$ cat src/rtl/freq_meter_pkg.sv
// Shared types and default constants for the frequency meter.
package freq_meter_pkg;

    typedef enum logic [1:0] {
        IDLE,
        ARM,
        MEASURE,
        DONE
    } state_e;

    localparam int CLK_HZ          = 100_000_000;
    localparam int DEF_GATE_CYCLES = CLK_HZ;
    localparam int DEF_CNT_W       = 32;

endpackage

$ cat src/rtl/sync_edge_det.sv
// Multi-flop synchronizer for an asynchronous level followed by a
// one-cycle rising-edge pulse generator.
module sync_edge_det #(
    parameter int SYNC_STAGES = 2
) (
    input  logic clk,
    input  logic rst_n,
    input  logic async_i,
    output logic rise_o
);

    if (SYNC_STAGES < 2) begin : g_bad_stages
        $error("sync_edge_det: SYNC_STAGES must be at least 2");
    end

    logic [SYNC_STAGES-1:0] sync_q;
    logic                   prev_q;

    always_ff @(posedge clk or negedge rst_n) begin
        if (!rst_n) begin
            sync_q <= '0;
            prev_q <= 1'b0;
        end else begin
            sync_q <= {sync_q[SYNC_STAGES-2:0], async_i};
            prev_q <= sync_q[SYNC_STAGES-1];
        end
    end

    assign rise_o = sync_q[SYNC_STAGES-1] & ~prev_q;

endmodule

$ cat src/rtl/freq_meter.sv
// Counts synchronized rising edges of sig_in over a fixed gate window and
// reports the count with a one-cycle valid strobe.
module freq_meter
    import freq_meter_pkg::*;
#(
    parameter int GATE_CYCLES = DEF_GATE_CYCLES,
    parameter int CNT_W       = DEF_CNT_W,
    parameter int SYNC_STAGES = 2
) (
    input  logic             clk,
    input  logic             rst_n,
    input  logic             sig_in,
    input  logic             start,
    input  logic             continuous,
    output logic             busy,
    output logic [CNT_W-1:0] freq_hz,
    output logic             freq_valid,
    output logic             overflow
);

    // The gate counter is widened when needed so a narrow result width can
    // still be paired with a long window.
    localparam int GATE_CLOG = $clog2(longint'(GATE_CYCLES) + 1);
    localparam int GATE_W    = (CNT_W > GATE_CLOG) ? CNT_W : GATE_CLOG;
    localparam logic [GATE_W-1:0] GATE_LAST = GATE_W'(GATE_CYCLES - 1);

    if (GATE_CYCLES < 1) begin : g_bad_gate
        $error("freq_meter: GATE_CYCLES must be at least 1");
    end

    // Returns {edge_lost, next_count}; the count sticks at all-ones.
    function automatic logic [CNT_W:0] sat_inc(input logic [CNT_W-1:0] cnt,
                                               input logic             inc);
        if (inc && (&cnt)) begin
            return {1'b1, cnt};
        end
        return {1'b0, cnt + CNT_W'(inc)};
    endfunction

    logic              rise;
    state_e            state_q;
    logic [GATE_W-1:0] gate_cnt_q;
    logic [CNT_W-1:0]  edge_cnt_q;
    logic [CNT_W-1:0]  edge_cnt_d;
    logic              edge_lost_d;
    logic              ovf_int_q;
    logic [CNT_W-1:0]  freq_hz_q;
    logic              overflow_q;
    logic              freq_valid_q;
    logic              busy_q;

    sync_edge_det #(
        .SYNC_STAGES(SYNC_STAGES)
    ) u_sync (
        .clk    (clk),
        .rst_n  (rst_n),
        .async_i(sig_in),
        .rise_o (rise)
    );

    assign {edge_lost_d, edge_cnt_d} = sat_inc(edge_cnt_q, rise);

    always_ff @(posedge clk or negedge rst_n) begin
        if (!rst_n) begin
            state_q      <= IDLE;
            gate_cnt_q   <= '0;
            edge_cnt_q   <= '0;
            ovf_int_q    <= 1'b0;
            freq_hz_q    <= '0;
            overflow_q   <= 1'b0;
            freq_valid_q <= 1'b0;
            busy_q       <= 1'b0;
        end else begin
            freq_valid_q <= 1'b0;
            unique case (state_q)
                IDLE: begin
                    if (start) begin
                        state_q <= ARM;
                        busy_q  <= 1'b1;
                    end
                end
                ARM: begin
                    gate_cnt_q <= '0;
                    edge_cnt_q <= '0;
                    ovf_int_q  <= 1'b0;
                    state_q    <= MEASURE;
                end
                MEASURE: begin
                    gate_cnt_q <= gate_cnt_q + GATE_W'(1);
                    edge_cnt_q <= edge_cnt_d;
                    ovf_int_q  <= ovf_int_q | edge_lost_d;
                    // Capture with the last cycle's edge folded in so the
                    // result is already stable while freq_valid is high.
                    if (gate_cnt_q == GATE_LAST) begin
                        freq_hz_q    <= edge_cnt_d;
                        overflow_q   <= ovf_int_q | edge_lost_d;
                        freq_valid_q <= 1'b1;
                        state_q      <= DONE;
                    end
                end
                DONE: begin
                    if (continuous) begin
                        state_q <= ARM;
                    end else begin
                        state_q <= IDLE;
                        busy_q  <= 1'b0;
                    end
                end
                default: state_q <= IDLE;
            endcase
        end
    end

    assign busy       = busy_q;
    assign freq_hz    = freq_hz_q;
    assign freq_valid = freq_valid_q;
    assign overflow   = overflow_q;

endmodule

$ cat config.mk
export PLATFORM = sky130hd
export DESIGN_NAME = freq_meter
export DESIGN_NICKNAME = d
export VERILOG_FILES = /design/src/rtl/freq_meter_pkg.sv /design/src/rtl/sync_edge_det.sv /design/src/rtl/freq_meter.sv
export SDC_FILE = /design/constraint.sdc
export NUM_CORES = 1
export LEC_CHECK = 0
export ABC_AREA = 1
export CAP_MARGIN = 10
export CORE_AREA = 2 2 113 115
export CTS_BUF_LIST = sky130_fd_sc_hd__clkbuf_2 sky130_fd_sc_hd__clkbuf_4 sky130_fd_sc_hd__clkbuf_8
export CTS_CLUSTER_DIAMETER = 200
export DETAILED_ROUTE_END_ITERATION = 8
export DIE_AREA = 0 0 115 117
export PLACE_DENSITY = 0.68
export SLEW_MARGIN = 5
export SYNTH_ARGS = -nofsm -noshare
export SYNTH_HDL_FRONTEND = slang
export SYNTH_SLANG_ARGS = --single-unit
$ cat constraint.sdc
create_clock -name clk -period 4.9 [get_ports clk]
set_clock_uncertainty 0.15 [all_clocks]
set_input_delay 0.735 -clock clk [delete_from_list [all_inputs] [get_ports clk]]
set_output_delay 0.735 -clock clk [all_outputs]
set_load 0.005 [all_outputs]
Word-level counts from Yosys, hierarchy flattened --
Cells that the tools add are included.
Operators by class: $add $sub $neg 2, equal/unequal tests 7, mux-type cells 15, bitwise operators 3, reductions and logical operators 8
Operator list (count):
- 32-bit one-hot mux with 2 select lines | 2
- 33-bit 2-to-1 mux | 2
- 32-bit by 1-bit adder with 32-bit output | 1
- 32-bit by 1-bit adder with 32-bit output (second input constant) | 1
- 32-bit by 27-bit == test with 1-bit output (second input constant) | 1
- 32-bit AND reduction | 1
- 2-bit one-hot mux with 4 select lines | 1
- 1-bit 2-to-1 mux | 6
- 2-bit != test (second input constant) | 3
- 2-bit == test (second input constant) | 2
- 2-bit 2-to-1 mux | 2
- 1-bit one-hot mux with 2 select lines | 2
- 2-bit AND reduction | 2
- 2-bit nonzero test | 2
- 3-bit AND reduction | 1
- 2-bit by 1-bit == test with 1-bit output (second input constant) | 1
- 2-bit zero test | 1
- 1-bit bitwise AND | 1
- 1-bit logical AND | 1
- 1-bit inverter | 1
- 1-bit bitwise OR | 1
Storage, ports and cells: register bits after elaboration 105, bits of input ports 5, output and inout bits 35, word-level logic and storage cells 45

Longest topological paths before layout --
Gate-level depths: netlist of the first run.
word-level depth 7, depth in mapped cells 14, depth with buffers taken out 13

Cells and area by module --
From an unflattened synthesis of the first run, not the netlist that was laid out.
Second synthesis, totals: cell total of the unflattened synthesis 849, area, all modules 5944.5 µm²
Modules (own cells, without submodules):
- freq_meter | times used 1, cells an instance 844, area an instance 5859.4 µm², seq. area each 2552.4 µm²
- sync_edge_det | times used 1, cells an instance 5, area an instance 85.1 µm², seq. area each 75.1 µm²

Least setup slack after synthesis of the first run --
No wires, ideal clock.
path type register -> register, start point register u_sync.prev_q, end point register freq_hz_q[12], in the netlist freq_hz[12], setup time 0.065 ns, arrival 1.875 ns, data required time 4.685 ns, path slack 2.810 ns, stages on the path, launching flop included 12, buffers on the path 1, clock period less this slack 2.090 ns, path through dfrtp_1 -> nor2_1 -> ha_1 -> ha_1 -> buf_2 -> nand3_2 -> inv_1 -> nand3_1 -> or2_2 -> nand3_1 -> nand2_1 -> nand2_1
Between the ends: longest elaborated chain between the ends 5, elaborated cells on any way between the ends 6, classes of those cells 1 x add/sub; 2 x mux; 2 x bitwise; 1 x reduce/logical
RTL lines:
- start, declared | line sync_edge_det.sv:17 | logic prev_q;
- start signal, assigned | line sync_edge_det.sv:25 | prev_q <= sync_q[SYNC_STAGES-1];
- 1-bit inverter * | line sync_edge_det.sv:29 | assign rise_o = sync_q[SYNC_STAGES-1] & ~prev_q;
- 1-bit bitwise AND * | line sync_edge_det.sv:29
- branches (longest 2 deep; another with 32-bit by 1-bit adder with 32-bit output)
- 33-bit 2-to-1 mux * | line freq_meter.sv:37 | return {1'b0, cnt + CNT_W'(inc)};
- end signal, assigned | line freq_meter.sv:95 | freq_hz_q <= edge_cnt_d;
- end, declared | line freq_meter.sv:47 | logic [CNT_W-1:0] freq_hz_q;
Every way passes the cells marked *. A chain may end at the register's enable or synchronous reset.

Worst setup path after layout of the first run --
start point register state_q[1], end point register gate_cnt_q[5]
Between the ends: longest elaborated chain between the ends 2, elaborated cells on any way between the ends 4, classes of those cells 2 x eq/ne; 1 x mux; 1 x reduce/logical
RTL lines:
- start, declared | line freq_meter.sv:41 | state_e state_q;
- start signal, assigned | line freq_meter.sv:65 | state_q <= IDLE;
- start signal, assigned | line freq_meter.sv:78 | state_q <= ARM;
- start signal, assigned | line freq_meter.sv:86 | state_q <= MEASURE;
- 2-bit == test / 2-bit by 1-bit == test with 1-bit output (equally long branches) | line freq_meter.sv:75 | unique case (state_q)
- 32-bit one-hot mux with 2 select lines / 2-bit nonzero test (equally long branches)
- end signal, assigned | line freq_meter.sv:89 | gate_cnt_q <= gate_cnt_q + GATE_W'(1);
- end, declared | line freq_meter.sv:42 | logic [GATE_W-1:0] gate_cnt_q;
Several ways; a longest one is shown, not always the timed one.

==> results of run 1 <==
-- per-stage QoR --
| step | power, mW | util | worst slack, ns |
|---|---|---|---|
| after global placement | 1.36 | 0.524 | 1.71 |
| after floorplan | 1.27 | - | 2.81 |
| after detailed placement | 1.37 | 0.524 | 1.64 |
| final | 1.97 | 0.542 | 1.65 |
| after global routing | 2.08 | 0.542 | 1.26 |
| after CTS | 1.99 | 0.542 | 1.58 |
-- report_power, final --
group / total (mW) / internal [mW] / switching, mW
clock: 0.620 / 0.314 / 0.306
sequential: 0.919 / 0.893 / 0.0255
combinational: 0.430 / 0.0981 / 0.332
total: 1.97 / 1.31 / 0.664
-- flip-flops by register name (all words and copies together) (netlist names) --
| register | count |
|---|---|
| ovf_int_q | 1 |
| u_sync.prev_q | 1 |
| busy | 1 |
| edge_cnt_q | 32 |
| gate_cnt_q | 32 |
| overflow | 1 |
| state_q | 2 |
| u_sync.sync_q | 2 |
| freq_valid | 1 |
| freq_hz | 32 |
-- area by class of cell --
type / instances / area (um2)
clock buffer: 11 / 151
clock inverter: 5 / 77.6
fill: 1271 / 5630
inverter: 85 / 322
multi-input combinational: 652 / 2920
sequential: 105 / 2630
tap: 150 / 188
timing repair buffer: 40 / 395
-- how the worst min path moves through the flow --
| stage | slack, ns | startpoint | end | cells after the start |
|---|---|---|---|---|
| global placement | 0.19 | u_sync.sync_q[0]$_DFF_PN0_ | u_sync.sync_q[1]$_DFF_PN0_ | 0 |
| global route | 0.24 | u_sync.sync_q[0]$_DFF_PN0_ | u_sync.sync_q[1]$_DFF_PN0_ | 0 |
| floorplan | 0.18 | u_sync.sync_q[0]$_DFF_PN0_ | u_sync.sync_q[1]$_DFF_PN0_ | 0 |
| finish | 0.22 | u_sync.sync_q[0]$_DFF_PN0_ | u_sync.sync_q[1]$_DFF_PN0_ | 0 |
| CTS | 0.22 | u_sync.sync_q[0]$_DFF_PN0_ | u_sync.sync_q[1]$_DFF_PN0_ | 0 |
| detailed placement | 0.19 | u_sync.sync_q[0]$_DFF_PN0_ | u_sync.sync_q[1]$_DFF_PN0_ | 0 |
-- layout by cell type, fill, tap and decap left out, types with 11 or more instances in the layout --
master / instances
clkbuf_8: 11
nor3_1: 14
a21oi_1: 16
dfrtp_1: 105
nand3_1: 46
o21ai_0: 18
inv_1: 83
nor2_1: 114
clkdlybuf4s50_1: 38
nand3_2: 18
nand2_1: 377
-- metal layers --
layer,track usage,part of all wire,wire (um)
met1,0.283,0.45,6140
met4,0.103,0.028,386
met3,0.0273,0.031,422
met5,0,0,0
met2,0.372,0.49,6610
-- kinds of logic after synthesis --
family                   count (synthesis)  share of synthesized area
AO/OA/AOI/OAI                           39                     0.0350
XOR/XNOR                                 7                     0.0102
adder cells (fa/ha/maj)                  8                     0.0167
buffers and inverters                  104                     0.0763
flip-flops                             105                      0.438
AND/OR/NAND/NOR                        598                      0.424
==> results.ini, run 1 <==
[clock_tree]
post_cts_buffers=0
cts.htree.levels=3
cts_num_sinks=105
cts_max_path_buffers=2
path_clk_slew_ns=0.10
cts_tree=yes
hold_buffers=0
cts_resized=0
cts-root-buf=clkbuf_8
numCtsBuffers=9
worstSkewPairLatency_ns=0.40

[logic_synthesis]
synth_top_area_frac=0.438
yosysSeqAreaShare=0.438
syn_inst=861
synth_area_leader_cell=dfrtp_1
ys_ff_latch=105
yosysWarnings=0
avgSynthCellArea_um2=6.97
synthArstFlopShare=1.00
synth_commonest_cells=nand2_1 (377), nor2_1 (114), dfrtp_1 (105)
syn_nets=874
synth_most_common_cell=nand2_1
synth_edf_count=0
yosys.cell_types.count=32
ys.flop_type=dfrtp_1
yosys-top-cells-area=dfrtp_1 (44%), nand2_1 (24%), nor2_1 (7.1%), inv_1 (5.2%), nand3_1 (3.8%)
synthesis.area_um2=6000

[global_route]
grt_usage=0.220
grt_max_degree=72
grt_pass1_wl_um=23300
antenna_found_initial=0
grt_pass1_vias=4892
grt_overflow=0

[placed_design]
port_buffers=39
gp_congestion=0.957
dp_hpwl_um=9840
dp_cells=1032
placed_area_um2=6450

[worst_setup_path]
required_ns=5.07
endpoint=gate_cnt_q[5]$_DFFE_PN0P_
crit_buf_inv=3
slowest_delay_ns=0.77
cp_cell_sequence=inv_1, ha_1, inv_1, nor2_1, inv_1, o21ai_0, a21oi_1
critPathTopFamily=buffers and inverters
end_kind=flop
critPathLaunch=state_q[1]$_DFFE_PN0P_
path_common_cell=inv_1
crit_arrival_ns=3.42
rr_endpoint=gate_cnt_q[5]$_DFFE_PN0P_
r2r_start=state_q[1]$_DFFE_PN0P_
path_max_fanout=31
startpoint_type=flop
path_depth=7
cpMaxStageDelayCell=inv_1
reg2reg_slack_ns=1.65
crit_type=reg2reg
r2r_cells=7

[route]
drt-initial-drc-count=328
wl_um=13600
drc=0
ant_nets=0
vias_per_cell=5.00
avgRoutedWirePerCell_um=12.9
dr.pass1.iters=5
vias=5244

[power]
p_per_area_nw_per_um2=295
leakagePower_nw=3.29
ir_drop_mv=0.217

[timing]
worst_pin_slew_ns=1.01
finalCritPeriodShare=0.664
slew_violations=0
setup_violations=0
whs_ns=0.219
setup_tns_ns=0
rsz0062_at_grt=false
maxSlewHeadroom=0.324
final_hold_viol_count=0
fmaxAchievable_mhz=308
period_minus_slack_ns=3.25

[die]
dieArea_um2=13500
start_util=0.487
die_x_um=115
core_um2=12300
die_h_um=117
rows=41
io_pins=40

[cells_and_area]
layout.nets=906
n_antenna_cell=0
drive_gt1_frac=0.0601
area_growth_pct=11.3
stdcell_count=1048
fin_area_um2=6680

[min_path]
hold_class=reg2reg

[flow_run]
drv_cap=0

[status]
status=completed

No activity file was read; power rests on OpenSTA's default activity.
==> inputs of run 2 (changes only) <==
PLACE_DENSITY = 0.71   (was 0.68)
clock period = 2.8 ns   (was 4.9 ns; I/O delays follow)
==> results.ini, run 2 (synthesized netlist as in run 1, its figures left out) <==
[status]
status=completed

[timing]
setup_tns_ns=0  ; unchanged
worst_pin_slew_ns=0.723  ; -0.284 ns
fmaxAchievable_mhz=406  ; +32%
slew_violations=0  ; unchanged
final_hold_viol_count=0  ; unchanged
period_minus_slack_ns=2.46  ; -0.791 ns
finalCritPeriodShare=0.879  ; +0.215
rsz0062_at_grt=false
setup_violations=0  ; unchanged
maxSlewHeadroom=0.518  ; +0.194

[die]
io_pins=40  ; unchanged
die_h_um=117  ; unchanged
die_x_um=115  ; unchanged
dieArea_um2=13500  ; unchanged
rows=41  ; unchanged
start_util=0.487  ; unchanged
core_um2=12300  ; unchanged

[clock_tree]
cts_tree=yes
worstSkewPairLatency_ns=0.39  ; about the same
numCtsBuffers=9  ; unchanged
cts.htree.levels=3  ; unchanged
path_clk_slew_ns=0.09  ; about the same
cts_num_sinks=105  ; unchanged
cts_max_path_buffers=2  ; unchanged
cts-root-buf=clkbuf_8

[power]
ir_drop_mv=0.312  ; +44%
power_mw=3.41  ; +73%
leakagePower_nw=3.32  ; +1.0%
p_per_area_nw_per_um2=506  ; +72%

[placed_design]
port_buffers=39  ; unchanged
placed_area_um2=6530  ; +1.2%
dp_hpwl_um=9920  ; +0.81%
gp_congestion=0.947  ; -0.95%

[worst_setup_path]
r2r_start=u_sync.sync_q[1]$_DFF_PN0_
startpoint_type=flop
required_ns=2.97  ; -2.10 ns
r2r_cells=11  ; +4
endpoint=freq_hz[14]$_DFFE_PN0P_
end_kind=flop
reg2reg_slack_ns=0.34  ; -1.31 ns
crit_arrival_ns=2.63  ; -0.79 ns
critPathLaunch=u_sync.sync_q[1]$_DFF_PN0_
path_max_fanout=7  ; -77%
rr_endpoint=freq_hz[14]$_DFFE_PN0P_
crit_type=reg2reg

[cells_and_area]
final_cell_mix=nand2_1 (377), nor2_1 (114), dfrtp_1 (105)
area_growth_pct=12.3
layout.nets=914  ; +0.88%
layout_commonest_cell=nand2_1
fin_area_um2=6740  ; +0.90%
drive_gt1_frac=0.0695  ; +0.00940
final_core_util=0.547  ; +0.00488
n_antenna_cell=0  ; unchanged

[flow_run]
drv_cap=0  ; unchanged

[route]
ant_nets=0  ; unchanged
wl_um=13500  ; -0.20%
drt-initial-drc-count=264  ; -20%
vias_per_cell=4.93  ; -1.4%
vias=5209  ; -0.67%
avgRoutedWirePerCell_um=12.8  ; -0.96%
dr.pass1.iters=4  ; -1
drc=0  ; unchanged

[global_route]
grt_pass1_vias=5106  ; +4.4%
grt_max_degree=57  ; -21%
antenna_found_initial=0  ; unchanged
grt_usage=0.222  ; +0.00214
grt_pass1_wl_um=23600  ; +1.3%
grt_overflow=0  ; unchanged

[min_path]
hold_class=reg2reg
hold_path_depth=0  ; unchanged

-- run 2: area by class of cell --
class	count	area, um2
timing repair buffer	48	483
multi-input combinational	652	2920
inverter	85	322
clock buffer	14	186
fill	1217	5570
sequential	105	2630
clock inverter	2	10.0
tap	150	188
-- run 2: routing by layer --
| layer | share of wire | wire, um | GRT usage | vias up |
|---|---|---|---|---|
| li1 | - | - | - | 2745 |
| met1 | 0.47 | 6330 | 0.278 | 2347 |
| met2 | 0.48 | 6470 | 0.389 | 96 |
| met3 | 0.032 | 432 | 0.0345 | 21 |
| met4 | 0.022 | 297 | 0.0843 | 0 |
| met5 | 0 | 0 | 0 | - |
-- run 2: power by group --
part           internal (mW)  switching (mW)  total (mW)
clock                  0.429           0.509       0.938
sequential              1.56          0.0448        1.61
combinational          0.243           0.620       0.863
-- run 2: what timing repair did --
action | in CTS | in global routing
hold buffers | 1 | 0
resized for setup | 0 | 2
setup endpoints to repair | 0 | 7
endpoints found under the hold margin | 54 | 0
buffers inserted | 0 | 0
-- run 2: worst min path at each step --
stage / end / from
2_1_floorplan: busy$_DFFE_PN0P_ / rst_n
3_3_place_gp: u_sync.sync_q[1]$_DFF_PN0_ / u_sync.sync_q[0]$_DFF_PN0_
3_5_place_dp: u_sync.sync_q[1]$_DFF_PN0_ / u_sync.sync_q[0]$_DFF_PN0_
4_1_cts: u_sync.sync_q[1]$_DFF_PN0_ / u_sync.sync_q[0]$_DFF_PN0_
5_1_grt: u_sync.sync_q[1]$_DFF_PN0_ / u_sync.sync_q[0]$_DFF_PN0_
6_report: u_sync.sync_q[1]$_DFF_PN0_ / u_sync.sync_q[0]$_DFF_PN0_
-- run 2: critical path: stages (launching register included) --
cell and delay (ns):
dfrtp_1 0.36, inv_1 0.04, nor2_1 0.27, ha_1 0.27, ha_2 0.30, nand3_2 0.15
nor2_2 0.26, nand3_1 0.14, or2_1 0.23, nand3_1 0.10, nand2_1 0.07, nand2_1 0.05
-- run 2: stage by stage --
step,instances,setup WS (ns),hold slack (ns)
detailed placement,1039,0.224,0.202
CTS,1056,0.189,0.224
global route,1056,0.0797,0.234
finish,1056,0.339,0.221
global placement,1039,0.240,0.205
floorplan,861,0.710,-0.0256
==> variant 1, RTL diff (config.mk and constraints of run 2) <==
Reset style: synchronous (`rst_n`), changed in 2 clocked blocks. Comments in the files are not updated.
--- a/src/rtl/sync_edge_det.sv
+++ b/src/rtl/sync_edge_det.sv
@@ -18,3 +18,3 @@
 
-    always_ff @(posedge clk or negedge rst_n) begin
+    always_ff @(posedge clk) begin
         if (!rst_n) begin
--- a/src/rtl/freq_meter.sv
+++ b/src/rtl/freq_meter.sv
@@ -62,3 +62,3 @@
 
-    always_ff @(posedge clk or negedge rst_n) begin
+    always_ff @(posedge clk) begin
         if (!rst_n) begin
Function: differs if rst_n is asserted again (counterexample within 4 cycles, from zero or initial values and one cycle with rst_n low); with rst_n held inactive, the same outputs for 10 cycles.
==> variant 1 against run 2 <==
Area after synthesis is 4.8% lower; power down 13%; worst setup slack worse by 0.035 ns; sequential cell count is the same; cell area down 5.0%; core utilization is 2.7 points lower; fmax fell by 1.4%; synthesized cell count increased by 7.2%; wire length barely moved.
==> variant 1: results (changes against run 2) <==
* Final HPWL DP at 10.03 mm (was 9.924 mm)
* Gr usage total at 0.2097 (was 0.2220)
* Global Route met3 Usage at 0.03193 (was 0.03450)
* Multi-input combinational gate total at 683 (was 652)
* Met2 WL post-DR at 6.245 mm (was 6.470 mm)
* CP max FO at 6 (was 7)
* Largest net degree at the start of global routing at 39 (was 57)
* Actual slew at the worst max-slew pin at 0.7110 ns (was 0.7235 ns)
* Max IR drop VDD at 485.1 uV (was 312.2 uV)
* Inst Count DP at 1094 (was 1039)
* Final hold slack at 0.2813 ns (was 0.2210 ns)
* Routed len/inst at 12.18 um (was 12.81 um)
* First-pass GRT wire length at 22.73 mm (was 23.60 mm)
* Mapped Cells at 923 (was 861)
* Crit path from: u_sync.sync_q[1] (unchanged)
* Status: finished, final reports clean (unchanged)
* Clock buffers at 12 (was 14)
* Met1 Routed Length at 6.479 mm (was 6.332 mm)
* R2R setup slack at 0.30 ns (was 0.34 ns)
* Non-clock buffers at 49 (was 48)
* Signal buf overhead at 0.07464 (was 0.07168)
* Met2 Use GR at 0.3569 (was 0.3894)
* Filler instances at 1262 (was 1217)
* Worst hold stages at 2 (was 0)
* Pwr dens at 462.3 nW/um2 (was 505.9 nW/um2)
* CP peak stage delay at 0.34 ns (was 0.36 ns)
* Metal3 WL at 532 um (was 432 um)
* Clock buf/inv share at 0.02599 (was 0.02916)
* Dpl ws at 0.3163 ns (was 0.2240 ns)
* Vias in the first global route at 4898 (was 5106)
* DRT Pass-1 Iters at 7 (was 4)
* Nets at 968 (was 914)
* Total number of vias at 5490 (was 5209)
* Hold Path End: u_sync.prev_q (was u_sync.sync_q[1])
* Vias per cell at 4.946 (was 4.933)
* FFs & Latches at 105 (unchanged)
* Gp weighted congestion at 0.9477 (was 0.9474)
* Crit path DAT at 2.66 ns (was 2.63 ns)
* FF+latch area at 2102 um2 (was 2628 um2)
==> variant 1: cell types whose count changed in the layout (fill, tap and decap cells not counted), moves of 4 or more <==
cell | before | now
dfrtp_1 | 105 | 0
dfxtp_1 | 0 | 105
nand2_1 | 377 | 299
nor2_1 | 114 | 169
a21oi_1 | 16 | 59
inv_1 | 83 | 105
nand3_1 | 46 | 55
or2_2 | 4 | 10
xor2_1 | 6 | 0
clkbuf_8 | 13 | 9
nand3_2 | 18 | 22
nand3b_1 | 0 | 4
==> variant 1: cell families (layout without fill, tap and decap cells) <==
family,Yosys count,after routing,synth area share
buf+inv,135,172,0.09632
simple gates,587,587,0.4367
xor+xnor,3,3,0.004598
fa+ha+maj,8,8,0.01751
compound gates,85,85,0.07706
flops,105,105,0.3678
==> variant 1: where the power goes <==
part	internal, mW	switching (mW)
sequential	1.51	0.0228
clock	0.348	0.512
combinational	0.162	0.401
total	2.02	0.935
==> variant 2, RTL diff (flow settings as in run 2) <==
Made on the original files. Change the package constant `CLK_HZ` from 100_000_000 to 25_000_000.
--- a/src/rtl/freq_meter_pkg.sv
+++ b/src/rtl/freq_meter_pkg.sv
@@ -10,3 +10,3 @@
 
-    localparam int CLK_HZ          = 100_000_000;
+    localparam int CLK_HZ          = 25_000_000;
     localparam int DEF_GATE_CYCLES = CLK_HZ;
Check against the original RTL: no difference found for any inputs over 10 cycles, from zero or initial values and one cycle with rst_n low; that may be too few to reach the edited logic, so the function may still have changed.
==> variant 2 against run 2 <==
Wire length is 11% higher; power is 8.9% higher; sequential share of layout area is 1.5 points lower; hold slack better by 0.015 ns; count of clock-buffer cells in the layout is 2 lower; area after synthesis is 4.0% higher; core utilization is 2.2 points higher; cell area is 4.1% higher; worst setup slack better by 0.044 ns; sequential cell count stayed put; clock power is 18% higher; via count is 8.0% higher; critical endpoint unchanged; largest power group unchanged.
==> variant 2: results (changes against run 2) <==
* Gr usage total at 0.2429 (was 0.2220)
* Post-Synth XOR/XNOR Area at 0.01123 (was 0.01021)
* Vias in the first global route at 5281 (was 5106)
* DRT Pass-1 Iters at 5 (was 4)
* Nets at 961 (was 914)
* Total number of vias at 5626 (was 5209)
* Compound-cell area share of the yosys netlist at 0.03468 (was 0.03502)
* Met2 WL post-DR at 6.802 mm (was 6.470 mm)
* Gp weighted congestion at 0.9043 (was 0.9474)
* Post-synthesis adder-cell area fraction at 0.01604 (was 0.01668)
* Dpl ws at 0.4040 ns (was 0.2240 ns)
* Met2 Use GR at 0.3851 (was 0.3894)
* Area of the multi-input gates at 3148 um2 (was 2922 um2)
* Inst Count DP at 1086 (was 1039)
* Routed len/inst at 13.57 um (was 12.81 um)
* Distinct cells, synth at 36 (was 32)
* Status: finished, final reports clean (unchanged)
* Metal3 WL at 708 um (was 432 um)
* Synth Net Count at 918 (was 874)
* First-pass GRT wire length at 25.42 mm (was 23.60 mm)
* Max-slew headroom at 0.6292 (was 0.5177)
* Power Total at 3.713 mW (was 3.409 mW)
* Final HPWL DP at 11.07 mm (was 9.924 mm)
* Grt met1 use at 0.3392 (was 0.2778)
* DP Area at 6769 um2 (was 6526 um2)
* Synth area leaders: dfrtp_1 (42%), nand2_1 (24%), nor2_1 (6.9%) (was dfrtp_1 (44%), nand2_1 (24%), nor2_1 (7.1%))
==> variant 2: worst paths after layout <==
path	start	end	slack (ns)	cells after the start
worst max register to register	u_sync.prev_q	freq_hz[14]	0.38	10
worst max-delay path	u_sync.prev_q	freq_hz[14]	0.38	10
min in group asynchronous	rst_n	gate_cnt_q[13]	0.31	2
max in group asynchronous	rst_n	gate_cnt_q[3]	1.56	3
worst min-delay path	u_sync.sync_q[1]	u_sync.prev_q	0.24	0
worst min register to register	u_sync.sync_q[1]	u_sync.prev_q	0.24	0
==> variant 2: cell type report <==
cell class | count | share of cell area
clock buffers | 12 | 0.02266
inverters | 82 | 0.04389
clock inverters | 4 | 0.01070
flip-flops and latches | 105 | 0.3747
well taps | 150 | 0.02676
multi-input cells | 697 | 0.4489
repair buffers | 53 | 0.07244
==> variant 2: worst max-delay path, delay by kind of cell, from the launching register on <==
| kind | cells | cell delay [ns] |
|---|---|---|
| fa+ha+maj | 2 | 0.53 |
| simple gates | 8 | 1.29 |
| flops | 1 | 0.37 |
